`src/rtl/vc_fifo_pkg.sv`:
```
// Shared defaults, select-width helper and count type for the virtual-channel FIFO bank.
// Pure declarations; no logic, no latency, no backpressure.
package vc_fifo_pkg;

    localparam int DEF_NUM_VC     = 2;
    localparam int DEF_DATA_WIDTH = 6;
    localparam int DEF_ADDR_WIDTH = 4;

    typedef logic [DEF_ADDR_WIDTH:0] cnt_t;

    function automatic int sel_width(input int n);
        return (n <= 1) ? 1 : $clog2(n);
    endfunction

endpackage

```
`src/rtl/vc_fifo_lane.sv`:
```
// One virtual-channel FIFO: storage, pointers, count, threshold flags and sticky error bit.
// Read data is combinational from rd_ptr; a full lane accepts a write only alongside an accepted read.
module vc_fifo_lane
    import vc_fifo_pkg::*;
#(
    parameter int DATA_WIDTH = DEF_DATA_WIDTH,
    parameter int ADDR_WIDTH = DEF_ADDR_WIDTH
) (
    input  logic                  clk,
    input  logic                  reset,
    input  logic                  init,
    input  logic                  i_wr_sel,
    input  logic [DATA_WIDTH-1:0] i_wr_dat,
    input  logic                  i_rd_sel,
    input  logic                  i_err_clr,
    input  logic [ADDR_WIDTH-1:0] i_umbral_empty,
    input  logic [ADDR_WIDTH-1:0] i_umbral_full,
    output logic                  o_rd_acc,
    output logic [DATA_WIDTH-1:0] o_rd_dat,
    output logic [ADDR_WIDTH:0]   o_cnt,
    output logic                  o_full,
    output logic                  o_empty,
    output logic                  o_almost_full,
    output logic                  o_almost_empty,
    output logic                  o_error
);

    localparam int DEPTH = 1 << ADDR_WIDTH;
    localparam logic [ADDR_WIDTH:0]   DEPTH_C = (ADDR_WIDTH+1)'(DEPTH);
    localparam logic [ADDR_WIDTH:0]   CNT_ONE = (ADDR_WIDTH+1)'(1);
    localparam logic [ADDR_WIDTH-1:0] PTR_ONE = ADDR_WIDTH'(1);

    logic [DATA_WIDTH-1:0] r_mem [DEPTH];
    logic [ADDR_WIDTH-1:0] r_wr_ptr;
    logic [ADDR_WIDTH-1:0] r_rd_ptr;
    logic [ADDR_WIDTH:0]   r_cnt;
    logic                  r_error;

    logic                  w_rd_acc;
    logic                  w_wr_acc;
    logic                  w_new_err;
    logic [ADDR_WIDTH:0]   w_af_lvl;

    // Read is judged on the pre-edge count; a full lane frees a slot only if it is read this cycle.
    assign w_rd_acc  = i_rd_sel && (r_cnt != '0);
    assign w_wr_acc  = i_wr_sel && ((r_cnt != DEPTH_C) || w_rd_acc);
    assign w_new_err = (i_wr_sel && !w_wr_acc) || (i_rd_sel && !w_rd_acc);

    always_ff @(posedge clk) begin
        if (!reset) begin
            r_wr_ptr <= '0;
            r_rd_ptr <= '0;
            r_cnt    <= '0;
            r_error  <= 1'b0;
        end else if (init) begin
            if (w_wr_acc) r_wr_ptr <= r_wr_ptr + PTR_ONE;
            if (w_rd_acc) r_rd_ptr <= r_rd_ptr + PTR_ONE;
            if (w_wr_acc && !w_rd_acc)
                r_cnt <= r_cnt + CNT_ONE;
            else if (w_rd_acc && !w_wr_acc)
                r_cnt <= r_cnt - CNT_ONE;
            if (w_new_err)
                r_error <= 1'b1;
            else if (i_err_clr)
                r_error <= 1'b0;
        end
    end

    always_ff @(posedge clk) begin
        if (w_wr_acc) r_mem[r_wr_ptr] <= i_wr_dat;
    end

    assign w_af_lvl       = DEPTH_C - {1'b0, i_umbral_full};
    assign o_rd_acc       = w_rd_acc;
    assign o_rd_dat       = r_mem[r_rd_ptr];
    assign o_cnt          = r_cnt;
    assign o_empty        = (r_cnt == '0);
    assign o_full         = (r_cnt == DEPTH_C);
    assign o_almost_empty = (r_cnt != '0) && (r_cnt <= {1'b0, i_umbral_empty});
    assign o_almost_full  = (r_cnt != DEPTH_C) && (r_cnt >= w_af_lvl);
    assign o_error        = r_error;

endmodule

```
`src/rtl/vc_fifo_bank.sv`:
```
// NUM_VC virtual-channel FIFOs behind shared write/read ports; read data registered, 1-clock latency.
// Rejected requests never stall; they set the VC's sticky error. VC_FIFO_OCC_OUT_EN adds the occupancy port.
module vc_fifo_bank
    import vc_fifo_pkg::*;
#(
    parameter int   NUM_VC     = DEF_NUM_VC,
    parameter int   DATA_WIDTH = DEF_DATA_WIDTH,
    parameter int   ADDR_WIDTH = DEF_ADDR_WIDTH,
    localparam int  VC_SEL_W   = sel_width(NUM_VC)
) (
    input  logic                  clk,
    input  logic                  reset,
    input  logic                  init,
    input  logic                  wr_enable,
    input  logic [VC_SEL_W-1:0]   wr_vc,
    input  logic [DATA_WIDTH-1:0] data_in,
    input  logic                  rd_enable,
    input  logic [VC_SEL_W-1:0]   rd_vc,
    input  logic [ADDR_WIDTH-1:0] umbral_empty,
    input  logic [ADDR_WIDTH-1:0] umbral_full,
    input  logic                  err_clear,
    output logic [DATA_WIDTH-1:0] data_out,
    output logic                  data_valid,
    output logic [NUM_VC-1:0]     full,
    output logic [NUM_VC-1:0]     empty,
    output logic [NUM_VC-1:0]     almost_full,
    output logic [NUM_VC-1:0]     almost_empty,
    output logic [NUM_VC-1:0]     error
`ifdef VC_FIFO_OCC_OUT_EN
    ,
    output logic [NUM_VC*(ADDR_WIDTH+1)-1:0] occupancy
`endif
);

    logic [NUM_VC-1:0]     w_wr_sel;
    logic [NUM_VC-1:0]     w_rd_sel;
    logic [NUM_VC-1:0]     w_rd_acc;
    logic [DATA_WIDTH-1:0] w_rd_dat [NUM_VC];
    logic [DATA_WIDTH-1:0] w_rd_mux;
    logic                  w_err_clr;
    logic [DATA_WIDTH-1:0] r_data_out;
    logic                  r_data_valid;
`ifdef VC_FIFO_OCC_OUT_EN
    logic [ADDR_WIDTH:0]   w_cnt [NUM_VC];
`endif

    // Out-of-range selects decode to no lane, so they are dropped without flagging an error.
    always_comb begin
        w_wr_sel = '0;
        w_rd_sel = '0;
        for (int v = 0; v < NUM_VC; v++) begin
            w_wr_sel[v] = reset && init && wr_enable && (wr_vc == VC_SEL_W'(v));
            w_rd_sel[v] = reset && init && rd_enable && (rd_vc == VC_SEL_W'(v));
        end
    end

    assign w_err_clr = init && err_clear;

    always_comb begin
        w_rd_mux = '0;
        for (int v = 0; v < NUM_VC; v++) begin
            if (w_rd_acc[v]) w_rd_mux = w_rd_dat[v];
        end
    end

    genvar g;
    generate
        for (g = 0; g < NUM_VC; g++) begin : g_lane
            vc_fifo_lane #(
                .DATA_WIDTH (DATA_WIDTH),
                .ADDR_WIDTH (ADDR_WIDTH)
            ) u_lane (
                .clk            (clk),
                .reset          (reset),
                .init           (init),
                .i_wr_sel       (w_wr_sel[g]),
                .i_wr_dat       (data_in),
                .i_rd_sel       (w_rd_sel[g]),
                .i_err_clr      (w_err_clr),
                .i_umbral_empty (umbral_empty),
                .i_umbral_full  (umbral_full),
                .o_rd_acc       (w_rd_acc[g]),
                .o_rd_dat       (w_rd_dat[g]),
`ifdef VC_FIFO_OCC_OUT_EN
                .o_cnt          (w_cnt[g]),
`else
                .o_cnt          (),
`endif
                .o_full         (full[g]),
                .o_empty        (empty[g]),
                .o_almost_full  (almost_full[g]),
                .o_almost_empty (almost_empty[g]),
                .o_error        (error[g])
            );
`ifdef VC_FIFO_OCC_OUT_EN
            assign occupancy[g*(ADDR_WIDTH+1) +: (ADDR_WIDTH+1)] = reset ? w_cnt[g] : '0;
`endif
        end
    endgenerate

    always_ff @(posedge clk) begin
        if (!reset) begin
            r_data_out   <= '0;
            r_data_valid <= 1'b0;
        end else if (|w_rd_acc) begin
            r_data_out   <= w_rd_mux;
            r_data_valid <= 1'b1;
        end else begin
            r_data_out   <= '0;
            r_data_valid <= 1'b0;
        end
    end

    assign data_out   = r_data_out;
    assign data_valid = r_data_valid;

endmodule

```
`config.mk`:
```
export PLATFORM = sky130hd
export DESIGN_NAME = vc_fifo_bank
export DESIGN_NICKNAME = d
export VERILOG_FILES = /design/src/rtl/vc_fifo_pkg.sv /design/src/rtl/vc_fifo_lane.sv /design/src/rtl/vc_fifo_bank.sv
export SDC_FILE = /design/constraint.sdc
export NUM_CORES = 1
export LEC_CHECK = 0
export CAP_MARGIN = 40
export CORE_MARGIN = 1.5
export CORE_UTILIZATION = 25
export CTS_BUF_LIST = sky130_fd_sc_hd__clkbuf_16
export DETAILED_ROUTE_END_ITERATION = 10
export GPL_TIMING_DRIVEN = 0
export MAX_ROUTING_LAYER = met4
export PLACE_DENSITY = 0.37
export SYNTH_ARGS = -nofsm -noshare
export SYNTH_HDL_FRONTEND = slang
export SYNTH_SLANG_ARGS = --single-unit
```
`constraint.sdc`:
```
create_clock -name clk -period 7.1 [get_ports clk]
set_input_delay 0.71 -clock clk [delete_from_list [all_inputs] [get_ports clk]]
set_output_delay 0.71 -clock clk [all_outputs]
set_load 0.03 [all_outputs]
```
==> impl_metrics.py, run 1 <==
metrics = {
    "run_status": {
        "status": "finished clean",
    },
    "min_path": {
        "hold_path.class": "reg -> reg",
    },
    "route": {
        "drt_wl_total_mm": 24.7,
        "dr.pass1.iters": 5,
        "drc": 0,
        "via_count": 5568,
        "drt_iter0_markers": 250,
        "vias_per_cell": 4.41,
        "drtAntennaViolNets": 0,
        "routedWlPerCell_um": 19.6,
    },
    "cells_and_area": {
        "num-nets-final": 781,
        "antennaDiodeCount": 0,
        "regArea_mm2": 0.00663,
        "fillers": 3920,
        "area_growth_pct": 19.4,
        "multi_input_area_mm2": 0.00316,
        "final_cell_area_mm2": 0.0120,
        "drive_above_1_share_pct": 15.3,
        "layout.cells.non_filler": 1263,
    },
    "synthesis": {
        "netlist_area_mm2": 0.0101,
        "ys.flop_type": "edfxtp_1",
        "syn_nets": 702,
        "synth_edf_count": 192,
        "yosysTopAreaCellShare_pct": 57.2,
        "avgSynthCellArea_um2": 15.7,
        "async_flop_share_pct": 0,
        "syn_inst": 641,
        "yosysTopAreaCell": "edfxtp_1",
        "yosysSeqAreaShare_pct": 65.7,
        "synthTopCellsByArea": "edfxtp_1, dfxtp_1, mux4_2, ha_1, mux2i_1",
        "synth_commonest_cells": "edfxtp_1, dfxtp_1, mux2i_1",
        "yosysMostFrequentCell": "edfxtp_1",
        "ys_types": 50,
        "synth_seq_cells": 235,
        "yosys_warnings": 0,
    },
    "die": {
        "fp.dieArea_mm2": 0.0416,
        "die_x_um": 204,
        "io_pins": 39,
        "start_util_pct": 25.4,
        "coreArea_mm2": 0.0397,
        "die_h_um": 204,
        "row_count": 73,
    },
    "critical_path": {
        "path_buf_inv": 4,
        "critical_path.cell_chain": "clkdlybuf4s50_1, inv_1, ha_1, or3b_2, ha_1, nor2_1, a211oi_1, buf_4, clkdlybuf4s50_1",
        "critical_path.max_fanout": 4,
        "startpoint_type": "primary input",
        "cp-end-kind": "output pin",
        "critPathMaxStageDelay_ns": 0.66,
        "critPathKind": "in -> out",
        "cp.required_ns": 6.39,
        "crit_arrival_ns": 3.36,
        "cp_top_family": "buffers and inverters",
        "slowest_stage": "clkdlybuf4s50_1",
    },
    "placement": {
        "place_inst": 1217,
        "placed_cell_area_mm2": 0.0113,
        "dp.final_hpwl_mm": 17.5,
        "dp_slack_ns": 3.01,
        "gp_congestion": 0.844,
        "io_buffers": 37,
    },
    "clock_network": {
        "clkLatencyLatePin_ns": 0.53,
        "cts_tree": "yes",
        "cts_resized": 0,
        "h-tree-depth": 1,
        "clk_pin_slew_ns": 0.06,
        "cts_buffers": 26,
        "holdBufCountCts": 0,
        "clockBufferDepth": 3,
        "clock-sinks": 235,
        "cts-root-buf": "clkbuf_16",
        "cts_setup_buffers": 0,
    },
    "pwr": {
        "power_density_mw_per_mm2": 237,
        "power_leakage_nw": 3.94,
        "combPwrFrac_pct": 4.9,
        "internal_power_mw": 2.23,
        "switching_share_pct": 21.5,
        "p_switching_mw": 0.614,
        "p_seq_share_pct": 52.6,
        "ir_drop_mv": 0.149,
        "pwr-share-clk_pct": 42.5,
    },
    "sta": {
        "rsz0062_at_grt": "no",
        "fin_tns_setup_ns": 0,
        "layout_setup_ws_ns": 3.03,
        "period_needed_ns": 4.07,
        "relSlewSlack_pct": 48.0,
        "fmax_ghz": 0.246,
        "slew_violations": 0,
        "tightest_slew_ns": 0.777,
        "whs_ns": 0.498,
        "setup_viol": 0,
        "fin_crit_sh_pct": 57.3,
        "finClkSkew_ns": 0.00966,
        "finalHoldViolCount": 0,
    },
    "global_route": {
        "met3_usage_pct": 1.55,
        "globalRoute.busiestLayer": "met2",
        "grt.met2_usage_pct": 20.9,
        "grt_antenna_before_repair": 0,
        "met1_usage_pct": 15.9,
        "gr-total-overflow": 0,
        "grt.total_usage_pct": 12.6,
        "grt_pass1_vias": 5943,
        "grt_pass1_wl_mm": 37.6,
        "grt_max_degree": 25,
    },
    "run": {
        "max_cap_viol_count": 0,
    },
}
cells in the final DEF, fill, tap and decap left out, types with 9 or more instances in the layout:
cell type and instances:
inv_1 25, ha_1 37, clkbuf_16 27, mux4_2 33
clkdlybuf4s50_1 37, clkbuf_1 11, mux2i_1 42, nand2b_1 10
dfxtp_1 43, buf_2 14, nand2_1 34, nand3_1 9
edfxtp_1 192, a21oi_1 12, nor2b_1 17, nor3_1 9
and2_1 16, buf_4 16, o21ai_0 10, nor2_1 34
clkinv_1 10, xnor2_1 12
final timing paths:
kind	start	slack [ns]	to	cells after the start
hold / removal	g_lane[0].u_lane.r_rd_ptr[1]	0.50	g_lane[0].u_lane.r_rd_ptr[1]	2
setup / recovery	umbral_full[0]	3.03	almost_full[1]	9
hold reg to reg	g_lane[0].u_lane.r_rd_ptr[1]	0.50	g_lane[0].u_lane.r_rd_ptr[1]	2
setup reg to reg	g_lane[0].u_lane.o_cnt[1]	4.05	g_lane[0].u_lane.o_cnt[4]	10
worst register-to-register path: cells and delay by family (launching register included):
family,cells,cell delay [ns]
compound gates,3,1.06
fa+ha+maj,2,0.59
buf+inv,2,0.33
flops,1,0.51
mux,1,0.22
simple gates,2,0.28
layout make-up:
type / instances / area share (%)
clock inverter: 19 / 0.655
buffer: 37 / 1.76
tap: 525 / 5.46
multi-input combinational: 346 / 26.3
clock buffer: 27 / 5.61
sequential: 235 / 55.0
timing repair buffer: 51 / 4.49
inverter: 23 / 0.717
per-stage QoR:
stage	utilization (%)	total power [mW]
finish	30.3	2.85
global route	30.3	2.96
CTS	30.3	2.89
detailed placement	28.4	1.67
global placement	28.0	1.66
floorplan	-	1.60
power by group through the flow:
| stage | clock [mW] | combinational, mW | sequential, mW |
|---|---|---|---|
| detailed placement | 0 | 0.140 | 1.53 |
| global route | 1.30 | 0.152 | 1.50 |
| floorplan | 0 | 0.0697 | 1.53 |
| CTS | 1.25 | 0.141 | 1.50 |
| global placement | 0 | 0.129 | 1.53 |
| finish | 1.21 | 0.138 | 1.50 |
sequential cells by signal, summed over array words and instances, names as in the netlist, named ones only:
| name | cells |
|---|---|
| data_out | 6 |
| g_lane.u_lane.r_mem | 192 |
| g_lane.u_lane.r_rd_ptr | 8 |
| data_valid | 1 |
| g_lane.u_lane.r_wr_ptr | 8 |
| g_lane.u_lane.o_cnt | 10 |
| g_lane.u_lane.o_error | 2 |
layer usage:
| layer | vias up | share of wire [%] |
|---|---|---|
| li1 | 2597 | - |
| met1 | 2815 | 45 |
| met2 | 123 | 49 |
| met3 | 33 | 3.8 |
| met4 | 0 | 2.2 |
| met5 | - | 0 |
logic make-up after synthesis:
family          count (synthesis)  synth area share [%]
compound gates                 71                  5.46
xor+xnor                       17                  1.48
fa+ha+maj                      39                  4.99
buf+inv                        60                  2.95
flops                         235                  65.7
mux                            80                  12.4
simple gates                  139                  7.03
Power figures use the tool's default switching activity.
==> run 2: changes to the inputs <==
- clock period: 7.1 -> 4 ns (I/O delays scaled with it)
==> results of run 2 <==
The final DEF is identical to that of run 1. Status: finished clean.
Among the figures that moved: setup slack after placement 3.01 ns -> 0.327 ns; setup slack after layout 3.03 ns -> 0.548 ns; hold slack 0.498 ns -> 0.213 ns; register-to-register setup slack 4.05 ns -> 0.95 ns; end point of the worst hold path g_lane[0].u_lane.r_rd_ptr[1] -> g_lane[0].u_lane.o_cnt[4]; total power 2.85 mW -> 5.06 mW; worst IR drop on VDD 0.149 mV -> 0.265 mV
